--- src/rtl/hex_disp_pkg.sv ---
// Shared definitions for the hex display path: the 7-segment code table,
// the dark pattern and the slot FSM state type.
package hex_disp_pkg;

  typedef enum logic {
    ST_DEAD = 1'b0,
    ST_ON   = 1'b1
  } slot_state_t;

  localparam logic [7:0] SEG_BLANK = 8'h00;

  // Active-high g..a codes; element 0 is the rightmost entry.
  localparam logic [15:0][6:0] HEX7_TABLE = {
    7'h71, 7'h79, 7'h5E, 7'h39, 7'h7C, 7'h77, 7'h6F, 7'h7F,
    7'h27, 7'h7D, 7'h6D, 7'h66, 7'h4F, 7'h5B, 7'h06, 7'h3F
  };

endpackage

--- src/rtl/bc_hex.sv ---
// 4-bit to 7-segment hex decoder (bits 6..0 = g..a, active-high).
module bc_hex
  import hex_disp_pkg::*;
(
  input  logic [3:0] nibble,
  output logic [6:0] seg
);

  // Table lookup of the segment code for the selected nibble.
  always_comb begin
    seg = HEX7_TABLE[nibble];
  end

endmodule

--- src/rtl/hex_scan_ctrl.sv ---
// Time-multiplexed hex scan controller with shadow/display double buffering,
// frame-boundary commit and per-slot dead time.
// Optional feature macro: LEADING_ZERO_BLANK_EN (suppress leading zeros).
module hex_scan_ctrl
  import hex_disp_pkg::*;
#(
  parameter int N_DIGITS    = 4,
  parameter int PRESCALE    = 1000,
  parameter int DEAD_CYCLES = 2
) (
  input  logic                  clk,
  input  logic                  rst,
  input  logic                  load,
  output logic                  ready,
  input  logic [4*N_DIGITS-1:0] value_in,
  input  logic [N_DIGITS-1:0]   dp_in,
  input  logic [N_DIGITS-1:0]   blank_in,
  output logic [7:0]            seg_out,
  output logic [N_DIGITS-1:0]   an_out,
  output logic                  frame_tick
);

  localparam int CW = (PRESCALE > 1) ? $clog2(PRESCALE) : 1;
  localparam int DW = (N_DIGITS > 1) ? $clog2(N_DIGITS) : 1;
  localparam int VW = 4 * N_DIGITS;
  localparam logic [CW-1:0] DEAD_LAST  = CW'(DEAD_CYCLES - 1);
  localparam logic [CW-1:0] ON_LAST    = CW'(PRESCALE - DEAD_CYCLES - 1);
  localparam logic [DW-1:0] DIGIT_LAST = DW'(N_DIGITS - 1);

  slot_state_t       state_r, state_nx_s;
  logic [CW-1:0]     cnt_r, cnt_nx_s;
  logic [DW-1:0]     digit_r, digit_nx_s;

  logic [VW-1:0]       sh_value_r, dsp_value_r, dsp_value_nx_s;
  logic [N_DIGITS-1:0] sh_dp_r, dsp_dp_r, dsp_dp_nx_s;
  logic [N_DIGITS-1:0] sh_blank_r, dsp_blank_r, dsp_blank_nx_s;
  logic                pending_r;

  logic                frame_end_s, frame_end_nx_s, commit_s, accept_s;
  logic [3:0]          nibble_s;
  logic [6:0]          hex_seg_s;
  logic                suppress_s;
  logic [7:0]          pattern_s;

  // Handshake and frame-boundary qualifiers derived from the current slot.
  always_comb begin
    frame_end_s = (state_r == ST_ON) && (cnt_r == ON_LAST) && (digit_r == DIGIT_LAST);
    commit_s    = frame_end_s && pending_r;
    accept_s    = load && !pending_r;
    ready       = !pending_r;
  end

  // Slot FSM next state: dead gap, then ON, advancing the digit at ON end.
  always_comb begin
    state_nx_s = state_r;
    cnt_nx_s   = cnt_r;
    digit_nx_s = digit_r;
    case (state_r)
      ST_DEAD: begin
        if ((DEAD_CYCLES == 0) || (cnt_r == DEAD_LAST)) begin
          state_nx_s = ST_ON;
          cnt_nx_s   = {CW{1'b0}};
        end else begin
          cnt_nx_s   = cnt_r + CW'(1'b1);
        end
      end
      ST_ON: begin
        if (cnt_r == ON_LAST) begin
          cnt_nx_s   = {CW{1'b0}};
          digit_nx_s = (digit_r == DIGIT_LAST) ? {DW{1'b0}} : digit_r + DW'(1'b1);
          state_nx_s = (DEAD_CYCLES == 0) ? ST_ON : ST_DEAD;
        end else begin
          cnt_nx_s   = cnt_r + CW'(1'b1);
        end
      end
      default: begin
        state_nx_s = ST_DEAD;
        cnt_nx_s   = {CW{1'b0}};
        digit_nx_s = {DW{1'b0}};
      end
    endcase
    frame_end_nx_s = (state_nx_s == ST_ON) && (cnt_nx_s == ON_LAST) &&
                     (digit_nx_s == DIGIT_LAST);
  end

  // Outputs are registered from next-cycle values, so the pattern is decoded
  // from the post-commit display to keep an_out and seg_out aligned.
  always_comb begin
    dsp_value_nx_s = commit_s ? sh_value_r : dsp_value_r;
    dsp_dp_nx_s    = commit_s ? sh_dp_r    : dsp_dp_r;
    dsp_blank_nx_s = commit_s ? sh_blank_r : dsp_blank_r;
    nibble_s       = dsp_value_nx_s[{digit_nx_s, 2'b00} +: 4];
  end

  bc_hex u_bc_hex (
    .nibble (nibble_s),
    .seg    (hex_seg_s)
  );

  // Leading-zero suppression: this digit and every higher nibble are zero.
  always_comb begin
    suppress_s = 1'b0;
`ifdef LEADING_ZERO_BLANK_EN
    suppress_s = (digit_nx_s != {DW{1'b0}});
    for (int k = 0; k < N_DIGITS; k++) begin
      suppress_s = suppress_s &
                   !((k >= int'(digit_nx_s)) && (dsp_value_nx_s[4*k +: 4] != 4'h0));
    end
`endif
  end

  // Per-digit pattern: blank wins over everything, dp survives suppression.
  always_comb begin
    pattern_s = SEG_BLANK;
    if (dsp_blank_nx_s[digit_nx_s]) begin
      pattern_s = SEG_BLANK;
    end else begin
      pattern_s = {dsp_dp_nx_s[digit_nx_s], (suppress_s ? 7'h00 : hex_seg_s)};
    end
  end

  // Slot state, shadow buffer, display buffer and pending flag.
  always_ff @(posedge clk) begin
    if (rst) begin
      state_r     <= ST_DEAD;
      cnt_r       <= {CW{1'b0}};
      digit_r     <= {DW{1'b0}};
      pending_r   <= 1'b0;
      sh_value_r  <= {VW{1'b0}};
      sh_dp_r     <= {N_DIGITS{1'b0}};
      sh_blank_r  <= {N_DIGITS{1'b0}};
      dsp_value_r <= {VW{1'b0}};
      dsp_dp_r    <= {N_DIGITS{1'b0}};
      dsp_blank_r <= {N_DIGITS{1'b0}};
    end else begin
      state_r     <= state_nx_s;
      cnt_r       <= cnt_nx_s;
      digit_r     <= digit_nx_s;
      dsp_value_r <= dsp_value_nx_s;
      dsp_dp_r    <= dsp_dp_nx_s;
      dsp_blank_r <= dsp_blank_nx_s;
      if (accept_s) begin
        sh_value_r <= value_in;
        sh_dp_r    <= dp_in;
        sh_blank_r <= blank_in;
        pending_r  <= 1'b1;
      end else if (commit_s) begin
        pending_r  <= 1'b0;
      end
    end
  end

  // Registered display pins and frame pulse, all updated on the same edge.
  always_ff @(posedge clk) begin
    if (rst) begin
      seg_out    <= SEG_BLANK;
      an_out     <= {N_DIGITS{1'b0}};
      frame_tick <= 1'b0;
    end else begin
      frame_tick <= frame_end_nx_s;
      if (state_nx_s == ST_ON) begin
        seg_out <= pattern_s;
        an_out  <= N_DIGITS'(1'b1) << digit_nx_s;
      end else begin
        seg_out <= SEG_BLANK;
        an_out  <= {N_DIGITS{1'b0}};
      end
    end
  end

endmodule
--- config.mk ---
export PLATFORM = sky130hd
export DESIGN_NAME = hex_scan_ctrl
export DESIGN_NICKNAME = d
export VERILOG_FILES = /design/src/rtl/hex_disp_pkg.sv /design/src/rtl/bc_hex.sv /design/src/rtl/hex_scan_ctrl.sv
export SDC_FILE = /design/constraint.sdc
export NUM_CORES = 1
export LEC_CHECK = 0
export CORE_AREA = 4 4 80 82
export CTS_BUF_LIST = sky130_fd_sc_hd__clkbuf_16
export DETAILED_ROUTE_END_ITERATION = 10
export DIE_AREA = 0 0 84 86
export GPL_TIMING_DRIVEN = 0
export PLACE_DENSITY = 0.86
export SYNTH_ARGS = -nofsm -noshare
export SYNTH_HDL_FRONTEND = slang
export SYNTH_SLANG_ARGS = --single-unit
--- constraint.sdc ---
create_clock -name clk -period 10.9 [get_ports clk]
set_clock_uncertainty 0.1 [all_clocks]
set_input_delay 3.27 -clock clk [delete_from_list [all_inputs] [get_ports clk]]
set_output_delay 3.27 -clock clk [all_outputs]
set_load 0.03 [all_outputs]
# Word level (Yosys, flattened, before mapping)
# Memories as Yosys holds them, arrays and structs flattened. A register that Yosys moved wholly into a read port is not among the register bits.
# Cells that the tools add are included.
# word_totals
output_inout_bits,14
ff_bits,75
romBits,112
mem_count,1
wordCells,56
# mem_list
memory,words,word_bits,rd,rd_clocked_by_memory_dff,wr,line,text
(no name shown),16,7,1,1,0,bc_hex.sv:11,seg = HEX7_TABLE[nibble];
# op_classes
order_cmp,2
eq_ne,5
shift,2
reduce_logical,10
bitwise,2
muxes,19
add_sub_neg,2
# ops
cell,count
"== test 10 bit, second input constant",2
two-way mux 10 bit,2
case mux 10 bit (2 select lines),1
two-way mux 16 bit,1
indexed part select 16 x 5 -> 4 bit,1
"adder 10 x 1 -> 10 bit, second input constant",1
"== test 10 x 1 -> 1 bit, second input constant",1
two-way mux 4 bit,2
two-way mux 7 bit,1
logical AND 1 bit,6
two-way mux 1 bit,6
two-way mux 2 bit,3
"less-than comparator 4 x 5 -> 1 bit, second input constant",1
binary-select mux 1 bit (select 2 bit),2
"== test 2 bit, second input constant",2
"<< shifter 1 x 2 -> 4 bit, first input constant",1
"less-than comparator 2 x 3 -> 1 bit, second input constant",1
OR reduction 3 bit,1
"adder 2 x 1 -> 2 bit, second input constant",1
NOT 1 bit,2
case mux 1 bit (2 select lines),1
nonzero test 2 bit,1
OR reduction 2 bit,1
zero test 1 bit,1

# Depth between registers and ports, before layout
# Gate-level depths: netlist of run 1.
# logic_depth
word_depth,8
mapped_depth,16

# Modules after synthesis
# A second synthesis of run 1 with hierarchy kept.
# hier_totals
cells_unflattened,400
area_unflattened_um2,3294.4
# modules_own_cells
module,seq_area_each_um2,area_per_inst_um2,instances,cells_per_inst
hex_scan_ctrl,1501.4,3020.4,1,368
bc_hex,0.0,274.0,1,32

# Worst setup path before layout of run 1
# OpenSTA, ideal clock, no wires.
# synth_path
path_kind,in2reg
from,in rst
to,reg seg_out[1]
setup_slack_ns,6.327
arrival_ns,4.331
stages,5
cell_sequence,clkbuf_1 nor2_1 and3_1 a221oi_2 nor3_1
# synth_via
elab_chain_cells,1
# synth_rtl
item,line,text
"start, declared",hex_scan_ctrl.sv:12,"input logic rst,"
OR reduction 3 bit (no line),-,
"end, declared",hex_scan_ctrl.sv:18,"output logic [7:0] seg_out,"
# Every way passes these cells.
# A chain may end at the register's enable or synchronous reset.

# Worst setup path after layout of run 1
# layout_path
from,reg pending_r
to,out ready
# layout_via
elab_chain_cells,1
# layout_rtl
item,line,text
"start, declared",hex_scan_ctrl.sv:37,logic pending_r;
"start signal, assigned",hex_scan_ctrl.sv:128,pending_r <= 1'b0;
"start signal, assigned",hex_scan_ctrl.sv:146,pending_r <= 1'b1;
"start signal, assigned",hex_scan_ctrl.sv:148,pending_r <= 1'b0;
zero test 1 bit,hex_scan_ctrl.sv:50,ready = !pending_r;
"end, declared",hex_scan_ctrl.sv:14,"output logic ready,"
# Every way passes these cells.

==> results.md, run 1 <==
* Status: complete, no violations
* Mapped Cells at 373
* WP data required at ~7.5 ns
* DR iter-0 viols at 158
* Largest family of logic cells by synthesized area: simple AND/OR/NAND/NOR gates
* Post-synth net total at 410
* Sequential-to-total area share from yosys stat at 0.463
* Port bufs at 39
* Largest net degree at the start of global routing at 12
* CTS tree: built
* Vias per Instance at 5.30
* CTS Hold Bufs at 0
* RSZ-0062 raised after global routing: false
* Clk_lat worst skew at 0.33 ns
* ANT nets after route at 0
* Die Height at 86 um
* Number of global-route vias before repair at 2573
* Highest metal layer with signal wires: met4
* Synth cell count leaders: nand2_1 (76), dfxtp_1 (75), nor2_1 (48)
* Post-route minimum period at 4.83 ns
* # setup viols final at 0
* Asr flop ratio synth at 0
* Routed vias at 2661
* XOR/XNOR Fraction of Synth Area at 0.0270
* Leak Pwr at 1.68 nW
* Synthesis warning total at 0
* Area added between synthesis and finish at 23.4%
* # Post-CTS Setup Buffers at 0
* Final nets at 460
* Finished Cell Area at 4000 sq um
* First-pass GRT wire length at 11600 um
* Maximum vdd drop at 0.000117 V
* Clock Sinks at 75
* Io pins at ~40
* Max_slew headroom at 0.219
* Yosys top cell area share at 0.463
* Avg Cell Area, Syn at 8.69 sq um
* Startpoint Class: flip-flop
* Post-Synth Simple-Gate Area at 0.217
* WL/cell at 13.6 um
* Top cells by area, synth: dfxtp_1 (46%), mux2i_1 (9.3%), nand2_1 (8.8%)
* Mux contribution to synthesized area at 0.111
* Commonest register cell after synthesis: dfxtp_1
* Routability congestion estimate at 0.897
* Post-synth EDFFs at 0
* Final number of max-transition violations at 0
* Yosys reg bits at 75
* Total Routing Usage GR at 0.202
* Number of library cell types mapped by synthesis at 42
* Kind of critical path: flip-flop to output pin
* Longest Clk Path Bufs at 2
* Placed instance area at 3730 sq um
* Starting Density at 0.564
* Metal-1 WL at 2950 um
* CP Capture Type: output pin
* Overall Power at 0.641 mW
* Post-CTS resize count at 0
* WL final at 6850 um
* Setup TNS Final at 0 ns
* Hold Crit Start: dsp_value_r[2]$_SDFF_PP0_
* Num rows at 28
* Initial antenna violation count at 0
* Leading area contributor after synthesis: dfxtp_1
* MaxCap Viol Count at 0
* Post-route DRC violation count at 0
* CP Launch Point: pending_r$_SDFFE_PP0P_
* Compound-cell area share of the yosys netlist at 0.108
* Mapped Area at 3240 sq um
* HP Class: flip-flop to flip-flop
* Num CTS Buffers at 9
* H-tree depth at 3
* Final Hold Fails at 0
* Cell with the most instances after synthesis: nand2_1
* Die X at 84 um
* Clk slew on worst S/H paths at 0.05 ns
* Period utilisation layout at 0.443
* Fmax achieved at 207 MHz
* Metal3 WL at 327 um
* Post-DP HPWL at roughly 5000 um
* Layout cells sized above 1 at 0.0679
* Met2 wire len at 3400 um
* PwrDens at 160 nW/um^2
* Worst r2r src: cnt_r[0]$_SDFF_PP0_
* Adder-cell share of the synthesized area at 0.0386
* Crit-path max FO at 5
* Slew @ Worst Pin at between 1 and 1.5 ns
* Antenna diodes at 0
* Critical Path AT at approximately 1.5 ns
* Die area at 7220 sq um
* Core outline area at 5750 sq um
* Pre-antenna DRT Iters at 5
* Clock root buffer: clkbuf_16
* Grt total ovfl at 0
## registers in the layout, indices dropped and copies added, names as in the netlist
register	count
seg_out	8
dsp_blank_r	4
pending_r	1
sh_value_r	16
digit_r	2
state_r	1
dsp_dp_r	4
sh_blank_r	4
an_out	4
sh_dp_r	4
frame_tick	1
dsp_value_r	16
cnt_r	10
## cells by family after synthesis
kind of cell | Yosys count
XOR/XNOR | 10
flip-flops | 75
AO/OA/AOI/OAI | 54
multiplexers | 35
buffers and inverters | 28
adder cells (fa/ha/maj) | 10
AND/OR/NAND/NOR | 161
## stage by stage
step,instances,utilization,setup WS [ns],hold slack [ns]
after global placement,487,0.649,5.95,0.339
after detailed placement,487,0.649,5.87,0.345
final,502,0.697,6.07,0.351
after CTS,502,0.697,6.08,0.352
after floorplan,373,-,6.33,0.331
after global routing,502,0.697,5.99,0.367
## layout make-up
cell class,instances,area [sq um]
Multi-Input combinational cell,270,1630
Buffer,20,83.8
Tap cell,75,93.8
Fill cell,451,1740
Timing Repair Buffer,39,390
Sequential cell,75,1500
Inverter,8,30.0
Clock inverter,6,50.0
Clock buffer,9,225
## critical path, cell delays in order, from the launching register on
cell	delay (ns)
dfxtp_1	0.36
inv_1	0.10
clkdlybuf4s50_1	0.67
## worst paths after layout
path | endpoint | slack (ns) | cells past startpoint
min reg2reg | dsp_value_r[2]$_SDFF_PP0_ | 0.35 | 2
max reg2reg | seg_out[0]$_SDFF_PP0_ | 6.43 | 12
max | ready | 6.07 | 2
min | dsp_value_r[2]$_SDFF_PP0_ | 0.35 | 2
## cell usage in the layout, fill, tap and decap left out, types with 2 or more instances in the layout
cell	instances
clkdlybuf4s50_1	39
a21oi_1	34
nand2b_1	2
inv_1	9
clkbuf_1	13
a211oi_1	2
a221oi_2	2
buf_2	7
nor2_1	48
o22ai_1	3
clkbuf_16	9
a31oi_1	3
mux2_2	4
nand3_1	8
xnor2_1	4
mux2i_1	30
nor3_1	7
dfxtp_1	75
nand2_1	76
nor3b_1	2
nor2b_1	4
and3_1	4
xor2_1	6
o31ai_1	2
nor4_1	2
ha_1	10
clkinv_1	2
## per-layer routing
| layer | vias to the layer above | GRT usage |
|---|---|---|
| li1 | 1354 | - |
| met1 | 1220 | 0.231 |
| met2 | 70 | 0.356 |
| met3 | 17 | 0.0423 |
| met4 | 0 | 0.104 |
| met5 | - | 0 |
## power by group
part / switching (mW) / total, mW / internal [mW]
clock: 0.103 / 0.275 / 0.172
combinational: 0.0394 / 0.0700 / 0.0306
sequential: 0.00803 / 0.296 / 0.288
total: 0.150 / 0.641 / 0.490
(Power assumes the default switching activity.)
==> inputs of run 2 (changes only) <==
--- a/config.mk
+++ b/config.mk
@@ -5,12 +5,12 @@
 export SDC_FILE = /design/constraint.sdc
 export NUM_CORES = 1
 export LEC_CHECK = 0
-export CORE_AREA = 4 4 80 82
+export CORE_AREA = 4 4 82 84
 export CTS_BUF_LIST = sky130_fd_sc_hd__clkbuf_16
 export DETAILED_ROUTE_END_ITERATION = 10
-export DIE_AREA = 0 0 84 86
+export DIE_AREA = 0 0 86 88
 export GPL_TIMING_DRIVEN = 0
-export PLACE_DENSITY = 0.86
+export PLACE_DENSITY = 0.82
 export SYNTH_ARGS = -nofsm -noshare
 export SYNTH_HDL_FRONTEND = slang
 export SYNTH_SLANG_ARGS = --single-unit
==> constraint.sdc (replaced) <==
create_clock -name clk -period 4.8 [get_ports clk]
set_clock_uncertainty 0.1 [all_clocks]
set_input_delay 1.44 -clock clk [delete_from_list [all_inputs] [get_ports clk]]
set_output_delay 1.44 -clock clk [all_outputs]
set_load 0.03 [all_outputs]
==> run 2 against run 1 <==
  * Design area is 1.5% higher
  * Critical path depth is 10 higher
  * Clock power grew to 2.7 times the previous value
  * Combinational power is 130% higher
  * Core utilization is 1.0 points lower
  * First-iteration DRC count is 27% higher
  * Routed wire length is 7.3% higher
  * Worst setup slack worse by 5.7 ns
  * Sequential share of layout area is 0.55 points lower
  * Power is 150% higher
==> results.md, run 2 (synthesis results as in run 1) <==
* Die Height at ~88 um
* Register area at between 1500 and 2000 sq um
* Initial antenna violation count at 0
* Hold_ws at 0.354 ns
* Clock root buffer: clkbuf_16
* Routed vias at 2720
* Final setup margin at between 0.3 and 0.4 ns
* Final nets at 460
* Pre-antenna DRT Iters at 5
* Slew @ Worst Pin at 1.12 ns
* Crit-path max FO at 9
* MaxCap Viol Count at 0
* DR iter-0 viols at approximately 200
* Layout Utilization at 0.686
* Largest net degree at the start of global routing at 13
* Highest metal layer with signal wires: met4
* Vias per Instance at approximately 5.4
* Kind of critical path: flip-flop to flip-flop
* CTS tree: built
* Comb power frac at 0.101
* Num rows at 28
* Seq pwr share at 0.425
* Worst hold path cell count at 2
* Post-DP HPWL at roughly 5200 um
* H-tree depth at 3
* Clock share of power at 0.474
* Most frequent cells in the layout: nand2_1 (76), dfxtp_1 (75), nor2_1 (48)
* Leak Pwr at around 1.7 nW
* HP Class: flip-flop to flip-flop
* Worst r2r src: cnt_r[0]$_SDFF_PP0_
* CP Capture Type: flip-flop
* Die X at approximately 86 um
* Internal Pwr Total at 1.22 mW
* Placed Cells at 487
* Most common cell after layout, fill and taps aside: nand2_1
* Hold Crit Start: dsp_value_r[5]$_SDFF_PP0_
* Regs by FF count: dsp_value_r x16, sh_value_r x16, cnt_r x10
* Clk slew on worst S/H paths at approximately 0.060 ns
* Routability congestion estimate at 0.843
* Place WS at 0.308 ns
* Fmax achieved at around 220 MHz
* WL final at 7350 um
* ANT nets after route at 0
* # setup viols final at 0
* Longest Clk Path Bufs at 2
* Number of global-route vias before repair at about 2700
* Number of cells on the worst reg-to-reg path at 12
* RSZ-0062 raised after global routing: false
* Post-route minimum period at 4.48 ns
* Final number of max-transition violations at 0
* Final non-filler cell total at 502
* Layout cells sized above 1 at 0.0773
* Net Sw Power at approximately 0.36 mW
* Core outline area at 5920 sq um
* R2r endpoint: seg_out[0]$_SDFF_PP0_
* Antenna diodes at 0
* Starting Density at 0.548
* Grt total ovfl at 0
* Die area at 7570 sq um
* Clk_lat worst skew at 0.33 ns
* Status: complete, no violations
* CTS Hold Bufs at 0
* Multi-input gate area at about 1600 sq um
* Num CTS Buffers at 9
* # Post-CTS Setup Buffers at 0
* PwrDens at 390 nW/um^2
* Maximum vdd drop at between 0.0002 and 0.00025 V
* R2R setup slack at 0.32 ns
* Clock Sinks at between 70 and 80
* Met2 wire len at about 3500 um
* Io pins at 41
* Metal-1 WL at 3230 um
* Hold Path End: dsp_value_r[5]$_SDFF_PP0_
* Startpoint Class: flip-flop
* Total Routing Usage GR at 0.211
* Metal3 WL at approximately 420 um
* Area added between synthesis and finish at 25.3%
* WL/cell at 14.6 um
* First-pass GRT wire length at about 12000 um
* Finished Cell Area at 4060 sq um
* Final Hold Fails at 0
* WP data required at just under 5 ns
* Port bufs at 39
* Post-route DRC violation count at 0
* Placed instance area at 3730 sq um
* Critical Path AT at 4.63 ns
* Overall Power at 1.59 mW
* # fillers at slightly below 500
* Sw frac at 0.227
* Period utilisation layout at 0.933
* Post-CTS resize count at 0
* Max_slew headroom at 0.247
* Setup TNS Final at 0 ns
==> run 2: cell count changes in the layout (fill, tap and decap cells not counted) <==
cell	change
bufinv_16	+2
clkinv_1	-2
clkinvlp_4	+1
inv_1	-1
mux2i_1	-1
mux2i_2	+1
==> run 2: power by group through the flow <==
stage / logic, mW / registers (mW) / clock network, mW
final: 0.160 / 0.674 / 0.752
after CTS: 0.160 / 0.674 / 0.758
after floorplan: 0.0703 / 0.707 / 0
after detailed placement: 0.159 / 0.687 / 0
after global routing: 0.173 / 0.678 / 0.788
after global placement: 0.155 / 0.685 / 0
==> run 2: worst max-delay path: stages (launching register included) <==
cell and delay [ns]:
dfxtp_1 0.44, ha_1 0.19, or3b_1 0.33, buf_2 0.18, nor4_4 0.53, mux2i_2 0.73
mux2i_1 0.21, a21oi_1 0.53, inv_1 0.18, ha_1 0.29, or3_1 0.39, o221ai_1 0.09
nor2b_1 0.21
==> run 2: how the worst max path moves through the flow <==
stage                         from                     to  depth (start not counted)  slack (ns)
6_report       cnt_r[0]$_SDFF_PP0_  seg_out[0]$_SDFF_PP0_                         12        0.32
5_1_grt        cnt_r[0]$_SDFF_PP0_  seg_out[0]$_SDFF_PP0_                         12        0.05
4_1_cts        cnt_r[0]$_SDFF_PP0_  seg_out[0]$_SDFF_PP0_                         12        0.11
3_5_place_dp   cnt_r[0]$_SDFF_PP0_  seg_out[0]$_SDFF_PP0_                         12        0.31
3_3_place_gp   cnt_r[0]$_SDFF_PP0_  seg_out[0]$_SDFF_PP0_                         12        0.42
2_1_floorplan  cnt_r[0]$_SDFF_PP0_  seg_out[0]$_SDFF_PP0_                         12        1.10
==> run 2: per-layer routing <==
metal / vias up / GRT usage
met4: 0 / 0.117
li1: 1366 / -
met1: 1258 / 0.250
met2: 82 / 0.364
met5: - / 0
met3: 14 / 0.0376
==> run 2: cell type report <==
type                    count  share of cell area
plain buffers              20              0.0206
clock buffers               9              0.0554
clock inverters             6              0.0262
inverters                   8             0.00739
multi-input cells         270               0.402
flip-flops and latches     75               0.370
well taps                  75              0.0231
repair buffers             39              0.0961
